$ cat src/rtl/mux16_rr_scheduler_if.sv
// Signal bundle between the round-robin scheduler, its 16 requesters, the shared
// 16:1 mux tree and the downstream valid/ready consumer.
interface mux16_rr_scheduler_if;
  logic [15:0] req;
  logic        mux_out;
  logic [3:0]  sel;
  logic [15:0] grant;
  logic        out_valid;
  logic        out_ready;
  logic        out_bit;
  logic [3:0]  out_ch;
  logic [15:0] done;
  logic        busy;

  modport master (
    input  req, mux_out, out_ready,
    output sel, grant, out_valid, out_bit, out_ch, done, busy
  );

  modport slave (
    output req, mux_out, out_ready,
    input  sel, grant, out_valid, out_bit, out_ch, done, busy
  );
endinterface

$ cat src/rtl/mux16_rr_scheduler.sv
// Round-robin scheduler for a shared 16:1 bit-mux tree: arbitrate, drive select,
// wait one settle cycle, capture the bit and present it on a valid/ready port.
module mux16_rr_scheduler #(
  parameter int unsigned NUM_CH = 16,
  parameter int unsigned SEL_W  = 4
) (
  input logic                    clk,
  input logic                    rst_n,
  mux16_rr_scheduler_if.master   io_bus
);

  typedef enum logic [1:0] {StIdle, StSettle, StPresent} state_e;

  state_e              r_state,     w_state_nxt;
  logic [SEL_W-1:0]    r_last_ptr,  w_last_ptr_nxt;
  logic [SEL_W-1:0]    r_sel,       w_sel_nxt;
  logic [NUM_CH-1:0]   r_grant,     w_grant_nxt;
  logic                r_out_valid, w_out_valid_nxt;
  logic                r_out_bit,   w_out_bit_nxt;
  logic [SEL_W-1:0]    r_out_ch,    w_out_ch_nxt;
  logic [NUM_CH-1:0]   r_done,      w_done_nxt;

  logic                w_found;
  logic [SEL_W-1:0]    w_winner;
  logic [SEL_W-1:0]    w_idx;

  // Search upward from last_ptr+1 with 4-bit wrap; first set request wins.
  always_comb begin
    w_found  = 1'b0;
    w_winner = '0;
    w_idx    = '0;
    for (int unsigned k = 1; k <= NUM_CH; k++) begin
      w_idx = r_last_ptr + SEL_W'(k);
      if (!w_found && io_bus.req[w_idx]) begin
        w_found  = 1'b1;
        w_winner = w_idx;
      end
    end
  end

  always_comb begin
    w_state_nxt     = r_state;
    w_last_ptr_nxt  = r_last_ptr;
    w_sel_nxt       = r_sel;
    w_grant_nxt     = r_grant;
    w_out_valid_nxt = r_out_valid;
    w_out_bit_nxt   = r_out_bit;
    w_out_ch_nxt    = r_out_ch;
    w_done_nxt      = '0;
    unique case (r_state)
      StIdle: begin
        if (w_found) begin
          w_sel_nxt    = w_winner;
          w_out_ch_nxt = w_winner;
          w_grant_nxt  = NUM_CH'(1) << w_winner;
          w_state_nxt  = StSettle;
        end
      end
      StSettle: begin
        w_out_bit_nxt   = io_bus.mux_out;
        w_out_valid_nxt = 1'b1;
        w_state_nxt     = StPresent;
      end
      StPresent: begin
        if (io_bus.out_ready) begin
          w_out_valid_nxt = 1'b0;
          w_grant_nxt     = '0;
          w_done_nxt      = r_grant;
          w_last_ptr_nxt  = r_out_ch;
          w_state_nxt     = StIdle;
        end
      end
      default: w_state_nxt = StIdle;
    endcase
  end

  always_ff @(posedge clk or negedge rst_n) begin
    if (!rst_n) begin
      r_state     <= StIdle;
      r_last_ptr  <= SEL_W'(NUM_CH - 1);
      r_sel       <= '0;
      r_grant     <= '0;
      r_out_valid <= 1'b0;
      r_out_bit   <= 1'b0;
      r_out_ch    <= '0;
      r_done      <= '0;
    end else begin
      r_state     <= w_state_nxt;
      r_last_ptr  <= w_last_ptr_nxt;
      r_sel       <= w_sel_nxt;
      r_grant     <= w_grant_nxt;
      r_out_valid <= w_out_valid_nxt;
      r_out_bit   <= w_out_bit_nxt;
      r_out_ch    <= w_out_ch_nxt;
      r_done      <= w_done_nxt;
    end
  end

  assign io_bus.sel       = r_sel;
  assign io_bus.grant     = r_grant;
  assign io_bus.out_valid = r_out_valid;
  assign io_bus.out_bit   = r_out_bit;
  assign io_bus.out_ch    = r_out_ch;
  assign io_bus.done      = r_done;
  assign io_bus.busy      = (r_state != StIdle);

endmodule

$ cat src/flat_wrapper.sv
// flat-port wrapper written by rule: the top's interface ports become plain ports
module mux16_rr_scheduler_flat 
#(
  parameter int unsigned NUM_CH = 16,
  parameter int unsigned SEL_W  = 4
)
  (clk, rst_n, io_bus_req, io_bus_mux_out, io_bus_out_ready, io_bus_sel, io_bus_grant, io_bus_out_valid, io_bus_out_bit, io_bus_out_ch, io_bus_done, io_bus_busy);
  mux16_rr_scheduler_if io_bus_i ();
  input logic clk;
  input logic rst_n;
  input wire logic [$bits(io_bus_i.req)-1:0] io_bus_req;
  input wire logic [$bits(io_bus_i.mux_out)-1:0] io_bus_mux_out;
  input wire logic [$bits(io_bus_i.out_ready)-1:0] io_bus_out_ready;
  output wire logic [$bits(io_bus_i.sel)-1:0] io_bus_sel;
  output wire logic [$bits(io_bus_i.grant)-1:0] io_bus_grant;
  output wire logic [$bits(io_bus_i.out_valid)-1:0] io_bus_out_valid;
  output wire logic [$bits(io_bus_i.out_bit)-1:0] io_bus_out_bit;
  output wire logic [$bits(io_bus_i.out_ch)-1:0] io_bus_out_ch;
  output wire logic [$bits(io_bus_i.done)-1:0] io_bus_done;
  output wire logic [$bits(io_bus_i.busy)-1:0] io_bus_busy;
  assign io_bus_i.req = io_bus_req;
  assign io_bus_i.mux_out = io_bus_mux_out;
  assign io_bus_i.out_ready = io_bus_out_ready;
  assign io_bus_sel = io_bus_i.sel;
  assign io_bus_grant = io_bus_i.grant;
  assign io_bus_out_valid = io_bus_i.out_valid;
  assign io_bus_out_bit = io_bus_i.out_bit;
  assign io_bus_out_ch = io_bus_i.out_ch;
  assign io_bus_done = io_bus_i.done;
  assign io_bus_busy = io_bus_i.busy;
  mux16_rr_scheduler #(.NUM_CH(NUM_CH), .SEL_W(SEL_W)) u_core (.clk(clk), .rst_n(rst_n), .io_bus(io_bus_i));
endmodule
$ cat config.mk
export PLATFORM = sky130hd
export DESIGN_NAME = mux16_rr_scheduler_flat
export DESIGN_NICKNAME = d
export VERILOG_FILES = /design/src/rtl/mux16_rr_scheduler_if.sv /design/src/rtl/mux16_rr_scheduler.sv /design/src/flat_wrapper.sv
export SDC_FILE = /design/constraint.sdc
export NUM_CORES = 1
export LEC_CHECK = 0
export BUFFER_PORTS_ARGS = -buffer_cell sky130_fd_sc_hd__buf_2
export CAP_MARGIN = 40
export CORE_MARGIN = 2
export CORE_UTILIZATION = 33
export DETAILED_ROUTE_END_ITERATION = 10
export PLACE_DENSITY_LB_ADDON = 0.1
export SYNTH_ARGS = -nofsm -noshare
export SYNTH_HDL_FRONTEND = slang
export SYNTH_SLANG_ARGS = --single-unit
$ cat constraint.sdc
create_clock -name clk -period 5.55 [get_ports clk]
set_input_delay 0.555 -clock clk [delete_from_list [all_inputs] [get_ports clk]]
set_output_delay 0.555 -clock clk [all_outputs]
set_load 0.05 [all_outputs]
Yosys cells after proc, flatten, opt, wreduce, memory -nomap -nowiden

Cells that the tools add are included.

Word-level logic and storage cells: 156
Bits of input ports: 20
Register bits after elaboration: 44

Magnitude comparators: 16
Add/sub/neg operators: 15
Shift operators: 1
Multiplexer cells: 74
Equal/unequal tests: 4
Reduce and logical (&&, ||, !) cells: 39

Operator list:

| cell                                                  | number |
|---|---|
| < comparator 4 x 5 -> 1 bit, second input constant    | 16 |
| binary-select mux 1 bit (select 4 bit)                | 16 |
| two-way mux 16 bit                                    | 4 |
| two-way mux 4 bit                                     | 16 |
| two-way mux 1 bit                                     | 33 |
| adder 4 bit, second input constant                    | 8 |
| one-hot mux 16 bit (2 select lines)                   | 1 |
| adder 4 x 3 -> 4 bit, second input constant           | 4 |
| << shifter 1 x 4 -> 16 bit, first input constant      | 1 |
| logical AND 1 bit                                     | 15 |
| zero test 1 bit                                       | 15 |
| adder 4 x 2 -> 4 bit, second input constant           | 2 |
| AND reduction 2 bit                                   | 4 |
| one-hot mux 2 bit (3 select lines)                    | 1 |
| nonzero test 2 bit                                    | 3 |
| adder 4 x 1 -> 4 bit, second input constant           | 1 |
| two-way mux 2 bit                                     | 2 |
| AND reduction 3 bit                                   | 1 |
| equality test 2 x 1 -> 1 bit, second input constant   | 1 |
| equality test 2 bit, second input constant            | 1 |
| zero test 2 bit                                       | 1 |
| inequality test 2 x 1 -> 1 bit, second input constant | 1 |
| inequality test 2 bit, second input constant          | 1 |
| one-hot mux 1 bit (2 select lines)                    | 1 |

Logic depth before layout (Yosys ltp)

Depth in word-level cells: 52
Depth in mapped cells: 20

Least setup slack after synthesis

Ideal clock, no wire load.

Kind: flip-flop to flip-flop
From: register u_core.r_last_ptr[1]
To: register u_core.r_grant[2], in the netlist u_core.io_bus.grant[2]
Library setup time: 122 ps
Buffers on the path: 6
Data arrival time: 4,715 ps
Path slack: 714 ps
Period minus slack after synthesis: 4,836 ps
Stages on the path, launching flop included: 19
Cells stage by stage: dfstp_2 buf_6 buf_2 clkbuf_1 inv_1 ha_1 buf_2 buf_6 buf_2 mux4_2 mux2_2 mux2i_4 nand2_1 or4_4 a2111o_1 nand3_2 nand2_2 and3_4 a32o_1

Cells in the longest elaborated chain, start to end: 52
Elaborated cells between the ends (all ways): 114

Ends and longest elaborated chain:

| what                                    | RTL line                 | source |
|---|---|---|
| start, declared                         | mux16_rr_scheduler.sv:15 | `logic [SEL_W-1:0] r_last_ptr, w_last_ptr_nxt;` |
| start signal, assigned                  | mux16_rr_scheduler.sv:80 | `r_last_ptr <= SEL_W'(NUM_CH - 1);` |
| start signal, assigned                  | mux16_rr_scheduler.sv:89 | `r_last_ptr <= w_last_ptr_nxt;` |
| adder 4 x 1 -> 4 bit                    | mux16_rr_scheduler.sv:33 | `w_idx = r_last_ptr + SEL_W'(k);` |
| binary-select mux 1 bit (select 4 bit)  | mux16_rr_scheduler.sv:34 | `if (!w_found && io_bus.req[w_idx]) begin` |
| two-way mux 1 bit (implied by the code) | mux16_rr_scheduler.sv:34 |  |
| two-way mux 1 bit                       | mux16_rr_scheduler.sv:34 |  |
| zero test 1 bit                         | mux16_rr_scheduler.sv:34 |  |
| logical AND 1 bit                       | mux16_rr_scheduler.sv:34 |  |
| two-way mux 1 bit                       | mux16_rr_scheduler.sv:34 |  |
| zero test 1 bit                         | mux16_rr_scheduler.sv:34 |  |
| [... 36 more ...]                       | n/a                      |  |
| logical AND 1 bit                       | mux16_rr_scheduler.sv:34 |  |
| two-way mux 1 bit                       | mux16_rr_scheduler.sv:34 |  |
| zero test 1 bit                         | mux16_rr_scheduler.sv:34 |  |
| logical AND 1 bit                       | mux16_rr_scheduler.sv:34 |  |
| two-way mux 4 bit                       | mux16_rr_scheduler.sv:34 |  |
| << shifter 1 x 4 -> 16 bit              | mux16_rr_scheduler.sv:55 | `w_grant_nxt = NUM_CH'(1) << w_winner;` |
| two-way mux 16 bit                      | mux16_rr_scheduler.sv:52 | `if (w_found) begin` |
| one-hot mux 16 bit (2 select lines)     | mux16_rr_scheduler.sv:50 | `unique case (r_state)` |
| end signal, assigned                    | mux16_rr_scheduler.sv:91 | `r_grant <= w_grant_nxt;` |
| end, declared                           | mux16_rr_scheduler.sv:17 | `logic [NUM_CH-1:0] r_grant, w_grant_nxt;` |

Parallel ways exist; a longest one is shown, timed or not. The select of a mux whose other input is x is not followed.
A chain may end at the register's enable or synchronous reset.

Worst setup path in the final report

From: register u_core.r_last_ptr[1]
To: register u_core.r_sel[1], in the netlist u_core.io_bus.sel[1]

Cells in the longest elaborated chain, start to end: 50
Elaborated cells between the ends (all ways): 110

Ends and longest elaborated chain:

| what                                    | RTL line                 | source |
|---|---|---|
| adder 4 x 1 -> 4 bit                    | mux16_rr_scheduler.sv:33 |  |
| binary-select mux 1 bit (select 4 bit)  | mux16_rr_scheduler.sv:34 |  |
| two-way mux 1 bit (implied by the code) | mux16_rr_scheduler.sv:34 |  |
| two-way mux 1 bit                       | mux16_rr_scheduler.sv:34 |  |
| zero test 1 bit                         | mux16_rr_scheduler.sv:34 |  |
| logical AND 1 bit                       | mux16_rr_scheduler.sv:34 |  |
| two-way mux 1 bit                       | mux16_rr_scheduler.sv:34 |  |
| zero test 1 bit                         | mux16_rr_scheduler.sv:34 |  |
| [... 34 more ...]                       | n/a                      |  |
| two-way mux 1 bit                       | mux16_rr_scheduler.sv:34 |  |
| zero test 1 bit                         | mux16_rr_scheduler.sv:34 |  |
| logical AND 1 bit                       | mux16_rr_scheduler.sv:34 |  |
| two-way mux 1 bit                       | mux16_rr_scheduler.sv:34 |  |
| zero test 1 bit                         | mux16_rr_scheduler.sv:34 |  |
| logical AND 1 bit                       | mux16_rr_scheduler.sv:34 |  |
| two-way mux 1 bit                       | mux16_rr_scheduler.sv:34 |  |
| AND reduction 2 bit (no line)           | n/a                      |  |
| end signal, assigned                    | mux16_rr_scheduler.sv:90 | `r_sel <= w_sel_nxt;` |
| end, declared                           | mux16_rr_scheduler.sv:16 | `logic [SEL_W-1:0] r_sel, w_sel_nxt;` |

Parallel ways exist; a longest one is shown, timed or not. The select of a mux whose other input is x is not followed.

==> impl_metrics.yaml <==
logic_synthesis:
  avgSynthCellArea_um2: 9.39
  synth-seq-cells: 44
  yosys_warnings: 0
  synth_cells: 479
  ys_types: 84
  synth_fp_nets: 507
  synth_ff_type: "dfrtp_1"
  synth-edff-count: 0
  synth_area_mm2: 0.00450
  ys_seq_area_share_pct: 24.6
  ys_async_sr_fraction_pct: 100
detailed_routing:
  wl_um: 14400
  viasPerCell: 5.89
  dr.pass1.iters: 5
  route.detailed.drc: 0
  wl_per_cell_um: 20.4
  drt_first_iter_violations: 320
  vias: 4148
  ant_nets: 0
clock_tree:
  cts_tree: "done"
  clockBufferDepth: 2
  postCtsSetupRepairBufs: 0
  cts.repair.resized: 0
  cts_sinks: 44
  htree_levels: 2
  clk_latency_ns: 0.28
  clk_pin_slew_ns: 0.06
  clock-root-buffer: "clkbuf_16"
  cts_buffers: 5
  hold_buffers: 0
critical_path:
  start_kind: "register"
  path_cells: "inv_1 > ha_1 > buf_4 > mux2i_1 > mux4_2 > nor2_1 > or2_2 > or3_4 > nor2_4 > o211a_1 > o31ai_1 > a21oi_2 > mux2_2"
  critical_path.top_delay_family: "simple AND/OR/NAND/NOR gates"
  slowest_delay_ns: 0.63
  crit_arrival_ns: 4.81
  rr_worst_depth: 13
  worstPathRequired_ns: 5.77
  end_kind: "register"
  rrSetupSlack_ns: 0.96
  r2r_end: "u_core.io_bus.sel[1]$_DFFE_PN0P_"
  critPathMaxFanout: 19
  crit_path_start: "u_core.r_last_ptr[1]$_DFFE_PN1P_"
  cpMaxStageDelayCell: "a21oi_2"
  worst-setup-path-type: "reg -> reg"
  reg2reg_from: "u_core.r_last_ptr[1]$_DFFE_PN1P_"
  path_buf_inv: 2
timing:
  tightest_slew_ns: 0.775
  hold_viol: 0
  max_clock_freq_ghz: 0.218
  fin_skew_ns: 0.00458
  timing.setup.tns_ns: 0
  setup_ws_ns: 0.963
  drv_slew: 0
  min_period_ns: 4.59
  period_share_pct: 82.6
  setup_viol: 0
  rsz0062_at_grt: "no"
  slew_headroom_pct: 48.0
grt:
  grt_pass1_vias: 4209
  gr-total-overflow: 0
  grt_pass1_wl_um: 23500
  grt_max_degree: 37
  grt_antenna_before_repair: 0
  track_usage_pct: 20.7
floorplanning:
  die_x_um: 121
  rows: 42
  start_util_pct: 33.8
  die_area_mm2: 0.0146
  io_pins: 63
  coreArea_mm2: 0.0133
  die_h_um: 121
place:
  place_hpwl_um: 11000
  port_buffers: 62
  placed_cell_area_mm2: 0.00493
  place_congestion: 0.941
  place_ws_ns: 0.975
cells_and_area:
  drive_gt1_share_pct: 28.8
  utilization_pct: 38.1
  final_cell_area_mm2: 0.00507
  nNetsFinal: 555
  syn2layout_area_growth_pct: 12.8
  antenna_cells: 0
status:
  status: "finished, final reports clean"
min_path:
  hold_path_class: "in -> async"
flow_run:
  cap_violations: 0
cell usage after synthesis (4+ instances only):
library cell | number | area, um2
a31oi_1 | 6 | 37.5
and3_1 | 6 | 37.5
nand4_1 | 4 | 25.0
nor2_1 | 26 | 97.6
o21ai_0 | 21 | 105
a32o_1 | 7 | 70.1
dfrtp_1 | 40 | 1000
nand3_1 | 12 | 60.1
ha_1 | 8 | 100
xor2_1 | 5 | 43.8
o211ai_1 | 4 | 30.0
nor2b_1 | 5 | 31.3
nand2_1 | 45 | 169
mux2i_1 | 32 | 320
o211a_1 | 5 | 50.1
clkbuf_1 | 10 | 37.5
nor3_1 | 11 | 55.1
a211o_1 | 5 | 43.8
buf_4 | 8 | 60.1
mux2_2 | 19 | 214
a2bb2oi_1 | 4 | 35.0
buf_6 | 5 | 56.3
xnor2_1 | 6 | 52.6
o31ai_1 | 10 | 75.1
and2_1 | 21 | 131
buf_2 | 8 | 40.0
nor4_1 | 5 | 31.3
inv_1 | 10 | 37.5
a21oi_1 | 15 | 75.1
or2_2 | 6 | 37.5
a22o_1 | 6 | 52.6
a211oi_1 | 9 | 67.6
mux4_2 | 18 | 405
dfstp_2 | 4 | 105
flip-flops by register name (all words and copies together), names as in the netlist:
name                     count
u_core.io_bus.grant         16
u_core.io_bus.done          16
u_core.r_last_ptr            4
u_core.r_state               2
u_core.io_bus.out_bit        1
u_core.io_bus.out_valid      1
u_core.io_bus.sel            4
how the worst max path moves through the flow:
stage,cells after the start,end
detailed placement,13,u_core.io_bus.grant[15]$_DFFE_PN0P_
finish,13,u_core.io_bus.sel[1]$_DFFE_PN0P_
global route,13,u_core.io_bus.grant[4]$_DFFE_PN0P_
CTS,14,u_core.io_bus.grant[13]$_DFFE_PN0P_
floorplan,18,u_core.io_bus.grant[2]$_DFFE_PN0P_
global placement,13,u_core.io_bus.sel[1]$_DFFE_PN0P_
cell families after synthesis:
group | share of synthesized area (%)
mux | 22.3
fa+ha+maj | 2.23
buf+inv | 5.40
xor+xnor | 3.59
flops | 24.6
compound gates | 22.6
simple gates | 19.3
cell usage in the layout, fill, tap and decap left out, types with 8 or more instances in the layout:
master	n
o21ai_0	21
inv_1	10
and2_1	21
buf_2	62
a21oi_1	15
buf_4	11
nor2_1	26
mux2i_1	32
dfrtp_1	40
ha_1	8
mux2_2	19
nand2_1	45
nand3_1	12
mux4_2	18
nor3_1	11
o31ai_1	10
a211oi_1	9
layout make-up:
type | instances | area (um2)
Fill cell | 1377 | 8220
Inverter | 11 | 41.3
Multi-Input combinational cell | 391 | 3150
Clock buffer | 7 | 133
Tap cell | 176 | 220
Sequential cell | 44 | 1110
Clock inverter | 1 | 5.00
Timing Repair Buffer | 74 | 413
metrics by stage:
| stage | hold WS [ns] | cells |
|---|---|---|
| after floorplan | 0.259 | 479 |
| final | 0.128 | 704 |
| after global placement | 0.486 | 695 |
| after CTS | 0.132 | 704 |
| after detailed placement | 0.433 | 696 |
| after global routing | 0.138 | 704 |
routing by layer:
| metal | up-vias | share of wire, % | track usage [%] |
|---|---|---|---|
| met3 | 25 | 5.4 | 2.36 |
| met2 | 152 | 49 | 34.9 |
| met4 | 0 | 2.4 | 6.76 |
| li1 | 1931 | - | - |
| met1 | 2040 | 43 | 27.7 |
| met5 | - | 0 | 0 |
Power is not shown: default switching activity piles up to over one toggle a cycle in this logic, so the estimate is an artifact.
